--- src/rtl/rr_sel_pkg.sv ---
// Shared types, constants and the select-encoding helper for blocks that drive
// the team's 4:1 selector.
package rr_sel_pkg;

   typedef enum logic {
      IDLE  = 1'b0,
      GRANT = 1'b1
   } rr_state_e;

   localparam int RR_N     = 4;
   localparam int RR_IDX_W = 2;

   // The selector is wired in reverse: sel 0 picks in[3], sel 3 picks in[0].
   function automatic logic [RR_IDX_W-1:0] idx_to_sel(input logic [RR_IDX_W-1:0] idx);
      return 2'd3 - idx;
   endfunction

endpackage

--- src/rtl/rr_pick.sv ---
// Combinational rotating-priority pick: searches last+1, last+2, last+3, last
// and reports the first requester found.
module rr_pick
   import rr_sel_pkg::*;
(
   input  logic [RR_N-1:0]     req,
   input  logic [RR_IDX_W-1:0] last,
   output logic                win_valid,
   output logic [RR_IDX_W-1:0] win_idx
);

   logic [RR_IDX_W-1:0] cand;

   always_comb begin
      win_valid = 1'b0;
      win_idx   = last;
      cand      = last;
      for (int k = 1; k <= RR_N; k++) begin
         cand = last + 2'(k);
         if (!win_valid && req[cand]) begin
            win_valid = 1'b1;
            win_idx   = cand;
         end
      end
   end

endmodule

--- src/rtl/rr_sel_arbiter.sv ---
// Round-robin arbiter in front of the 4:1 selector: registered one-hot grant,
// select, busy and owner. Optional burst limit via RR_SEL_ARBITER_BURST_LIMIT_EN.
module rr_sel_arbiter
   import rr_sel_pkg::*;
#(
   parameter int MAX_BURST = 8
)(
   input  logic                clk,
   input  logic                rst_n,
   input  logic [RR_N-1:0]     req,
   output logic [RR_N-1:0]     gnt,
   output logic [RR_IDX_W-1:0] sel,
   output logic                busy,
   output logic [RR_IDX_W-1:0] owner,
   output logic                state_dbg
);

   // Handshake: a requester raises req and keeps it high for as long as it
   // wants the selector; gnt[i] high means requester i owns it this cycle,
   // and dropping req is the release, taking effect at the next edge.

   rr_state_e           state_q, state_nxt;
   logic [RR_N-1:0]     gnt_q, gnt_nxt;
   logic [RR_IDX_W-1:0] sel_q, sel_nxt;
   logic                busy_q, busy_nxt;
   logic [RR_IDX_W-1:0] owner_q, owner_nxt;
   logic [RR_IDX_W-1:0] last_q;

   logic                win_valid;
   logic [RR_IDX_W-1:0] win_idx;
   logic                preempt;
   logic                release_now;
   logic                take;

   rr_pick u_pick (
      .req       (req),
      .last      (last_q),
      .win_valid (win_valid),
      .win_idx   (win_idx)
   );

`ifdef RR_SEL_ARBITER_BURST_LIMIT_EN
   logic [7:0] burst_q;

   // Saturates at MAX_BURST so a lone holder never wraps the count.
   always_ff @(posedge clk) begin
      if (!rst_n) begin
         burst_q <= 8'd0;
      end else if (take) begin
         burst_q <= 8'd1;
      end else if (state_q == GRANT && burst_q < 8'(MAX_BURST)) begin
         burst_q <= burst_q + 8'd1;
      end
   end

   assign preempt = (state_q == GRANT) && (burst_q == 8'(MAX_BURST)) &&
                    ((req & ~(4'b0001 << owner_q)) != 4'b0000);
`else
   assign preempt = 1'b0;
`endif

   // last_q equals the holder during GRANT, so the pick already ranks it last.
   assign release_now = (state_q == GRANT) && (!req[owner_q] || preempt);
   assign take        = ((state_q == IDLE) || release_now) && win_valid;

   always_ff @(posedge clk) begin
      if (!rst_n) begin
         state_q <= IDLE;
      end else begin
         state_q <= state_nxt;
      end
   end

   always_comb begin
      state_nxt = state_q;
      case (state_q)
         IDLE:    state_nxt = win_valid ? GRANT : IDLE;
         GRANT:   if (release_now) state_nxt = win_valid ? GRANT : IDLE;
         default: state_nxt = IDLE;
      endcase
   end

   always_comb begin
      gnt_nxt   = gnt_q;
      sel_nxt   = sel_q;
      busy_nxt  = busy_q;
      owner_nxt = owner_q;
      if (take) begin
         gnt_nxt   = 4'b0001 << win_idx;
         sel_nxt   = idx_to_sel(win_idx);
         busy_nxt  = 1'b1;
         owner_nxt = win_idx;
      end else if (state_nxt == IDLE) begin
         gnt_nxt  = 4'b0000;
         busy_nxt = 1'b0;
      end
   end

   always_ff @(posedge clk) begin
      if (!rst_n) begin
         gnt_q   <= 4'b0000;
         sel_q   <= 2'b00;
         busy_q  <= 1'b0;
         owner_q <= 2'd3;
         last_q  <= 2'd3;
      end else begin
         gnt_q   <= gnt_nxt;
         sel_q   <= sel_nxt;
         busy_q  <= busy_nxt;
         owner_q <= owner_nxt;
         if (take) last_q <= win_idx;
      end
   end

   assign gnt       = gnt_q;
   assign sel       = sel_q;
   assign busy      = busy_q;
   assign owner     = owner_q;
   assign state_dbg = state_q;

endmodule

--- config.mk ---
export PLATFORM = sky130hd
export DESIGN_NAME = rr_sel_arbiter
export DESIGN_NICKNAME = d
export VERILOG_FILES = /design/src/rtl/rr_sel_pkg.sv /design/src/rtl/rr_pick.sv /design/src/rtl/rr_sel_arbiter.sv
export SDC_FILE = /design/constraint.sdc
export NUM_CORES = 1
export LEC_CHECK = 0
export ABC_AREA = 0
export BUFFER_PORTS_ARGS = -buffer_cell sky130_fd_sc_hd__buf_2
export CELL_PAD_IN_SITES_DETAIL_PLACEMENT = 2
export CELL_PAD_IN_SITES_GLOBAL_PLACEMENT = 2
export CORE_UTILIZATION = 30
export DETAILED_ROUTE_END_ITERATION = 10
export PLACE_DENSITY_LB_ADDON = 0.1
export SLEW_MARGIN = 20
export SYNTH_ARGS = -nofsm -noshare
export SYNTH_HDL_FRONTEND = slang
export SYNTH_SLANG_ARGS = --single-unit
--- constraint.sdc ---
create_clock -name clk -period 3 [get_ports clk]
set_clock_uncertainty 0.2 [all_clocks]
set_input_delay 0.45 -clock clk [delete_from_list [all_inputs] [get_ports clk]]
set_output_delay 0.45 -clock clk [all_outputs]
set_load 0.03 [all_outputs]
# Word level (Yosys, flattened, before mapping)
# Cells that the tools add are included.
# totals
ff_bits,10
latchBits,0
ram_bits,0
mem_bits_ro,0
inputBits,6
output_inout_bits,10
elab_cells,49
mem_count,0
# op_classes
n_addsub,4
mul,0
div,0
n_lt_le_gt_ge,4
eq_ne,1
n_shift,1
mux,23
bitwise_logic,1
reduce_logical,10
# ops
cell,n
"< comparator 2 x 3 -> 1 bit, second input constant",4
2-to-1 mux 1 bit,12
binary-select mux 1 bit (select 2 bit),4
2-to-1 mux 2 bit,4
2-to-1 mux 4 bit,2
logical AND 1 bit,5
"adder 2 bit, second input constant",2
zero test 1 bit,4
"left shift 1 x 2 -> 4 bit, first input constant",1
"adder 2 x 1 -> 2 bit, second input constant",1
"!= test 2 x 1 -> 1 bit, second input constant",1
one-hot mux 1 bit (2 select lines),1
"subtractor 2 bit, first input constant",1
logical OR 1 bit,1
inverter 1 bit,1

# Longest topological paths before layout
# logic_depth
word_depth,18
ltp_mapped,5
mapped_depth_nobuf,4

# Modules after synthesis
# From an unflattened synthesis, not the netlist that was laid out.
# unflattened
hier_cells,58
area_unflattened_um2,503.0
# modules_own_cells
module,instances,cells_each,area_per_inst_um2,seq_area_each_um2
rr_sel_arbiter,1,44,420.4,200.2
rr_pick,1,14,82.6,0.0

# Worst setup path after synthesis
# Ideal clock, no wire load.
# synth_path
path_type,reg2reg
start,register last_q[0]
end,"register gnt_q[2], in the netlist gnt[2]"
setup_time_ns,0.116
arrival_ns,1.723
t_required_ns,2.684
setup_slack_ns,0.960
stages_incl_launch_ff,5
path_buffers,0
period_less_slack_ns,2.040
path_cell_list,dfxtp_1 -> mux4_2 -> and2_4 -> and3_1 -> a41o_1
# synth_between
elab_chain_len,17
word_cells_on_any_way,35
cone_classes,3 x add/sub; 1 x eq/ne; 1 x shift; 20 x mux; 10 x reduce/logical
# synth_lines
item,line,text
from (decl),rr_sel_arbiter.sv:27,logic [RR_IDX_W-1:0] last_q;
from (signal assigned),rr_sel_arbiter.sv:111,if (take) last_q <= win_idx;
adder 2 x 1 -> 2 bit,rr_pick.sv:19,cand = last + 2'(k);
binary-select mux 1 bit (select 2 bit),rr_pick.sv:20,if (!win_valid && req[cand]) begin
2-to-1 mux 1 bit (implied by the code),rr_pick.sv:20,
2-to-1 mux 1 bit,rr_pick.sv:20,
zero test 1 bit,rr_pick.sv:20,
logical AND 1 bit,rr_pick.sv:20,
2-to-1 mux 1 bit,rr_pick.sv:20,
zero test 1 bit,rr_pick.sv:20,
logical AND 1 bit,rr_pick.sv:20,
2-to-1 mux 1 bit,rr_pick.sv:20,
zero test 1 bit,rr_pick.sv:20,
logical AND 1 bit,rr_pick.sv:20,
2-to-1 mux 1 bit,rr_pick.sv:20,
2-to-1 mux 1 bit,"rr_sel_arbiter.sv:77, rr_sel_arbiter.sv:78",
2-to-1 mux 1 bit,rr_sel_arbiter.sv:78,GRANT: if (release_now) state_nxt = win_valid ? GRANT : IDLE;
one-hot mux 1 bit (2 select lines),rr_sel_arbiter.sv:76,case (state_q)
!= test 2 x 1 -> 1 bit (no line),-,
to (signal assigned),rr_sel_arbiter.sv:107,gnt_q <= gnt_nxt;
to (decl),rr_sel_arbiter.sv:23,"logic [RR_N-1:0] gnt_q, gnt_nxt;"
# Several ways; a longest one is shown, not always the timed one. The select of a mux whose other input is x is not followed.
# A chain may end at the register's enable or synchronous reset.

# Worst setup path in the final report
# layout_path
start,register last_q[0]
end,register last_q[1]
# layout_between
elab_chain_len,14
word_cells_on_any_way,29
cone_classes,3 x add/sub; 16 x mux; 10 x reduce/logical
# layout_lines
item,line,text
adder 2 x 1 -> 2 bit,rr_pick.sv:19,
binary-select mux 1 bit (select 2 bit),rr_pick.sv:20,
2-to-1 mux 1 bit (implied by the code),rr_pick.sv:20,
2-to-1 mux 1 bit,rr_pick.sv:20,
zero test 1 bit,rr_pick.sv:20,
logical AND 1 bit,rr_pick.sv:20,
2-to-1 mux 1 bit,rr_pick.sv:20,
zero test 1 bit,rr_pick.sv:20,
logical AND 1 bit,rr_pick.sv:20,
2-to-1 mux 1 bit,rr_pick.sv:20,
zero test 1 bit,rr_pick.sv:20,
logical AND 1 bit,rr_pick.sv:20,
2-to-1 mux 1 bit,rr_pick.sv:20,
logical AND 1 bit,rr_sel_arbiter.sv:64,assign take = ((state_q == IDLE) || release_now) && win_valid;
# Several ways; a longest one is shown, not always the timed one. The select of a mux whose other input is x is not followed.

==> results.py <==
metrics = {
    "outcome": {
        "status": "finished, violations left",
        "violations": "design-rule violations",
    },
    "sta": {
        "max_freq_mhz": 505.6,
        "rsz0062_at_grt": "false",
        "worstMarginPinSlew_ns": 0.6593,
        "max_slew_margin_pct": 55.68,
        "hold_violations": 0,
        "setup_viol_count_final": 0,
        "finalSetupTns_ns": 0,
        "period_share_pct": 65.93,
        "min_period_ns": 1.978,
        "hold_ws_ns": 0.2655,
        "slew_viol_final": 0,
    },
    "setup_path": {
        "cp.arrival_ns": 1.92,
        "reg2reg_depth": 4,
        "startpoint_type": "flip-flop",
        "critical_path.max_fanout": 7,
        "setup.worst_path.class": "reg -> reg",
        "crit_chain": "mux4_2 -> a21oi_4 -> nor2b_1 -> a211o_1",
        "cp_slowest_cell": "mux4_2",
        "end_kind": "flip-flop",
        "critPathRequiredTime_ns": 2.95,
        "slowest_delay_ns": 0.60,
    },
    "die": {
        "die_area_sq_mm": 0.001940,
        "ioPinCount": 16,
        "initial_utilization_pct": 33.65,
        "die_h_microns": 44.05,
        "die_x_microns": 44.05,
        "core_sq_mm": 0.001577,
        "rows": 14,
    },
    "clock_tree": {
        "cts_setup_buffers": 0,
        "path_clk_slew_ns": 0.06,
        "cts_made_buffers": 3,
        "cts_root_buffer": "clkbuf_4",
        "clk_latency_ns": 0.26,
        "post_cts_resized": 0,
        "cts_max_path_buffers": 2,
        "ctsHoldBuffers": 0,
        "cts_tree": "built",
        "cts_sinks": 10,
        "h-tree-depth": 1,
    },
    "routing": {
        "wl_per_cell_microns": 16.10,
        "drcViolationCount": 2,
        "vias_per_cell": 5.742,
        "ant_nets": 0,
        "drt_first_pass_iters": 6,
        "dr_total_vias": 511,
        "routed_wl_mm": 1.433,
        "first_iter_violations": 6,
    },
    "job": {
        "maxCapViolations": 0,
    },
    "placed_design": {
        "port-buffer-count": 15,
        "hpwl_mm": 1.098,
        "gp_congestion": 0.7167,
    },
    "grt": {
        "first_global_vias": 524,
        "grt_max_degree": 10,
        "grt-ovfl-total": 0,
        "antenna_found_initial": 0,
        "track_usage_pct": 17.29,
        "grt_pass1_wl_mm": 2.435,
    },
    "synthesis": {
        "postSynthAreaPerCell_sq_um": 9.473,
        "netlist_instances": 56,
        "yosysWarnings": 0,
        "netlist_area_sq_um": 530.5,
        "synth_top_cell_by_area": "dfxtp_1",
        "synth_top_area_share_pct": 37.74,
        "ys_ff_latch": 10,
        "syn-num-nets": 62,
        "yosysSeqAreaShare_pct": 37.74,
        "netlist_top_cells_area": "dfxtp_1 38%, a211oi_1 4.2%, mux4_2 4.2%, a41o_1 3.8%, nand3_1 3.8%",
        "ys_types": 30,
    },
    "final_layout": {
        "layout-drive-gt1-share_pct": 35.62,
        "area_delta_synth_final_pct": 21.23,
        "antenna_cells": 0,
        "final_nets": 81,
    },
    "worst_hold_path": {
        "holdPathStages": 1,
        "hold_class": "reg -> reg",
    },
    "power": {
        "irDropWorstVdd_mv": 0.2862,
        "powerDensity_mw_per_mm2": 639.0,
        "p_leak_uw": 0.0003029,
    },
}
## logic make-up (layout without fill, tap and decap cells)
family	count (synthesis)	after routing	share of synthesized area (%)
buffers and inverters	5	22	4.481
DFF	10	10	37.74
and+or+nand+nor	22	22	26.65
AOI/OAI and AO/OA	17	17	25.00
muxes	2	2	6.132
## metal layers
layer	track usage [%]	vias up	part of all wire (%)
met4	7.273	0	0.28
met5	0	-	0
met1	22.37	248	49
met3	3.673	2	3.0
met2	27.94	9	48
li1	-	252	-
## critical path, delay by kind of cell, from the launching register on
kind / cells / cell delay, ns
AND/OR/NAND/NOR: 1 / 0.07
flip-flops: 1 / 0.46
multiplexers: 1 / 0.60
AO/OA/AOI/OAI: 2 / 0.53
## Yosys cell counts
cell and count:
o21ai_0 3, or2_2 1, dfxtp_1 10, nor2b_1 1, nand3_1 4, or2b_1 2
a21oi_4 1, a31oi_1 2, mux4_2 1, and4_1 1, mux2i_1 1, a21o_1 1
o41ai_1 2, a211o_1 1, and2_4 1, or4_2 1, buf_2 1, and3_1 2
nand4_1 1, nand2_1 2, o21a_1 1, a41o_1 2, nor3_1 2, nor4_2 1
and3_4 1, nor2_1 2, inv_1 3, a21oi_1 1, a211oi_1 3, buf_4 1
## report_power, final
group | switching, uW | internal, uW
sequential | 18.3 | 152
combinational | 94.6 | 57.0
clock | 43.0 | 46.2
total | 156 | 255
## registers in the layout, summed over array words and instances (netlist names)
register,cells
busy,1
gnt,4
last_q,2
sel,2
state_dbg,1
## layout make-up
class | instances | area [sq um]
fill | 183 | 933.4
multi-input combinational | 41 | 306.5
sequential | 10 | 200.2
clock buffer | 3 | 22.52
timing repair buffer | 16 | 82.58
tap | 16 | 20.02
inverter | 3 | 11.26
## stage by stage
step	total power [uW]	util, %	cells	setup slack (ns)	instance area, sq um
after floorplan	278.3	-	56	0.9604	530.5
after global placement	322.7	39.37	86	0.9783	620.6
after detailed placement	325.4	39.37	86	0.9364	620.6
after CTS	418.5	40.79	89	1.002	643.1
after global routing	440.5	40.79	89	0.9298	643.1
final	411.0	40.79	89	1.022	643.1
## path summary, 6_finish.rpt
path          endpoint  slack [ns]       from
min               busy        0.27       busy
max reg2reg  last_q[1]        1.02  last_q[0]
max          last_q[1]        1.02  last_q[0]
min reg2reg       busy        0.27       busy
## cell usage in the layout (no fill, tap or decap), types with 3 or more instances in the layout
cell type and instances:
a211oi_1 3, dfxtp_1 10, o21ai_0 3, buf_2 15, nand3_1 4, clkbuf_4 3, inv_1 3
No activity file was read; power rests on OpenSTA's default activity.
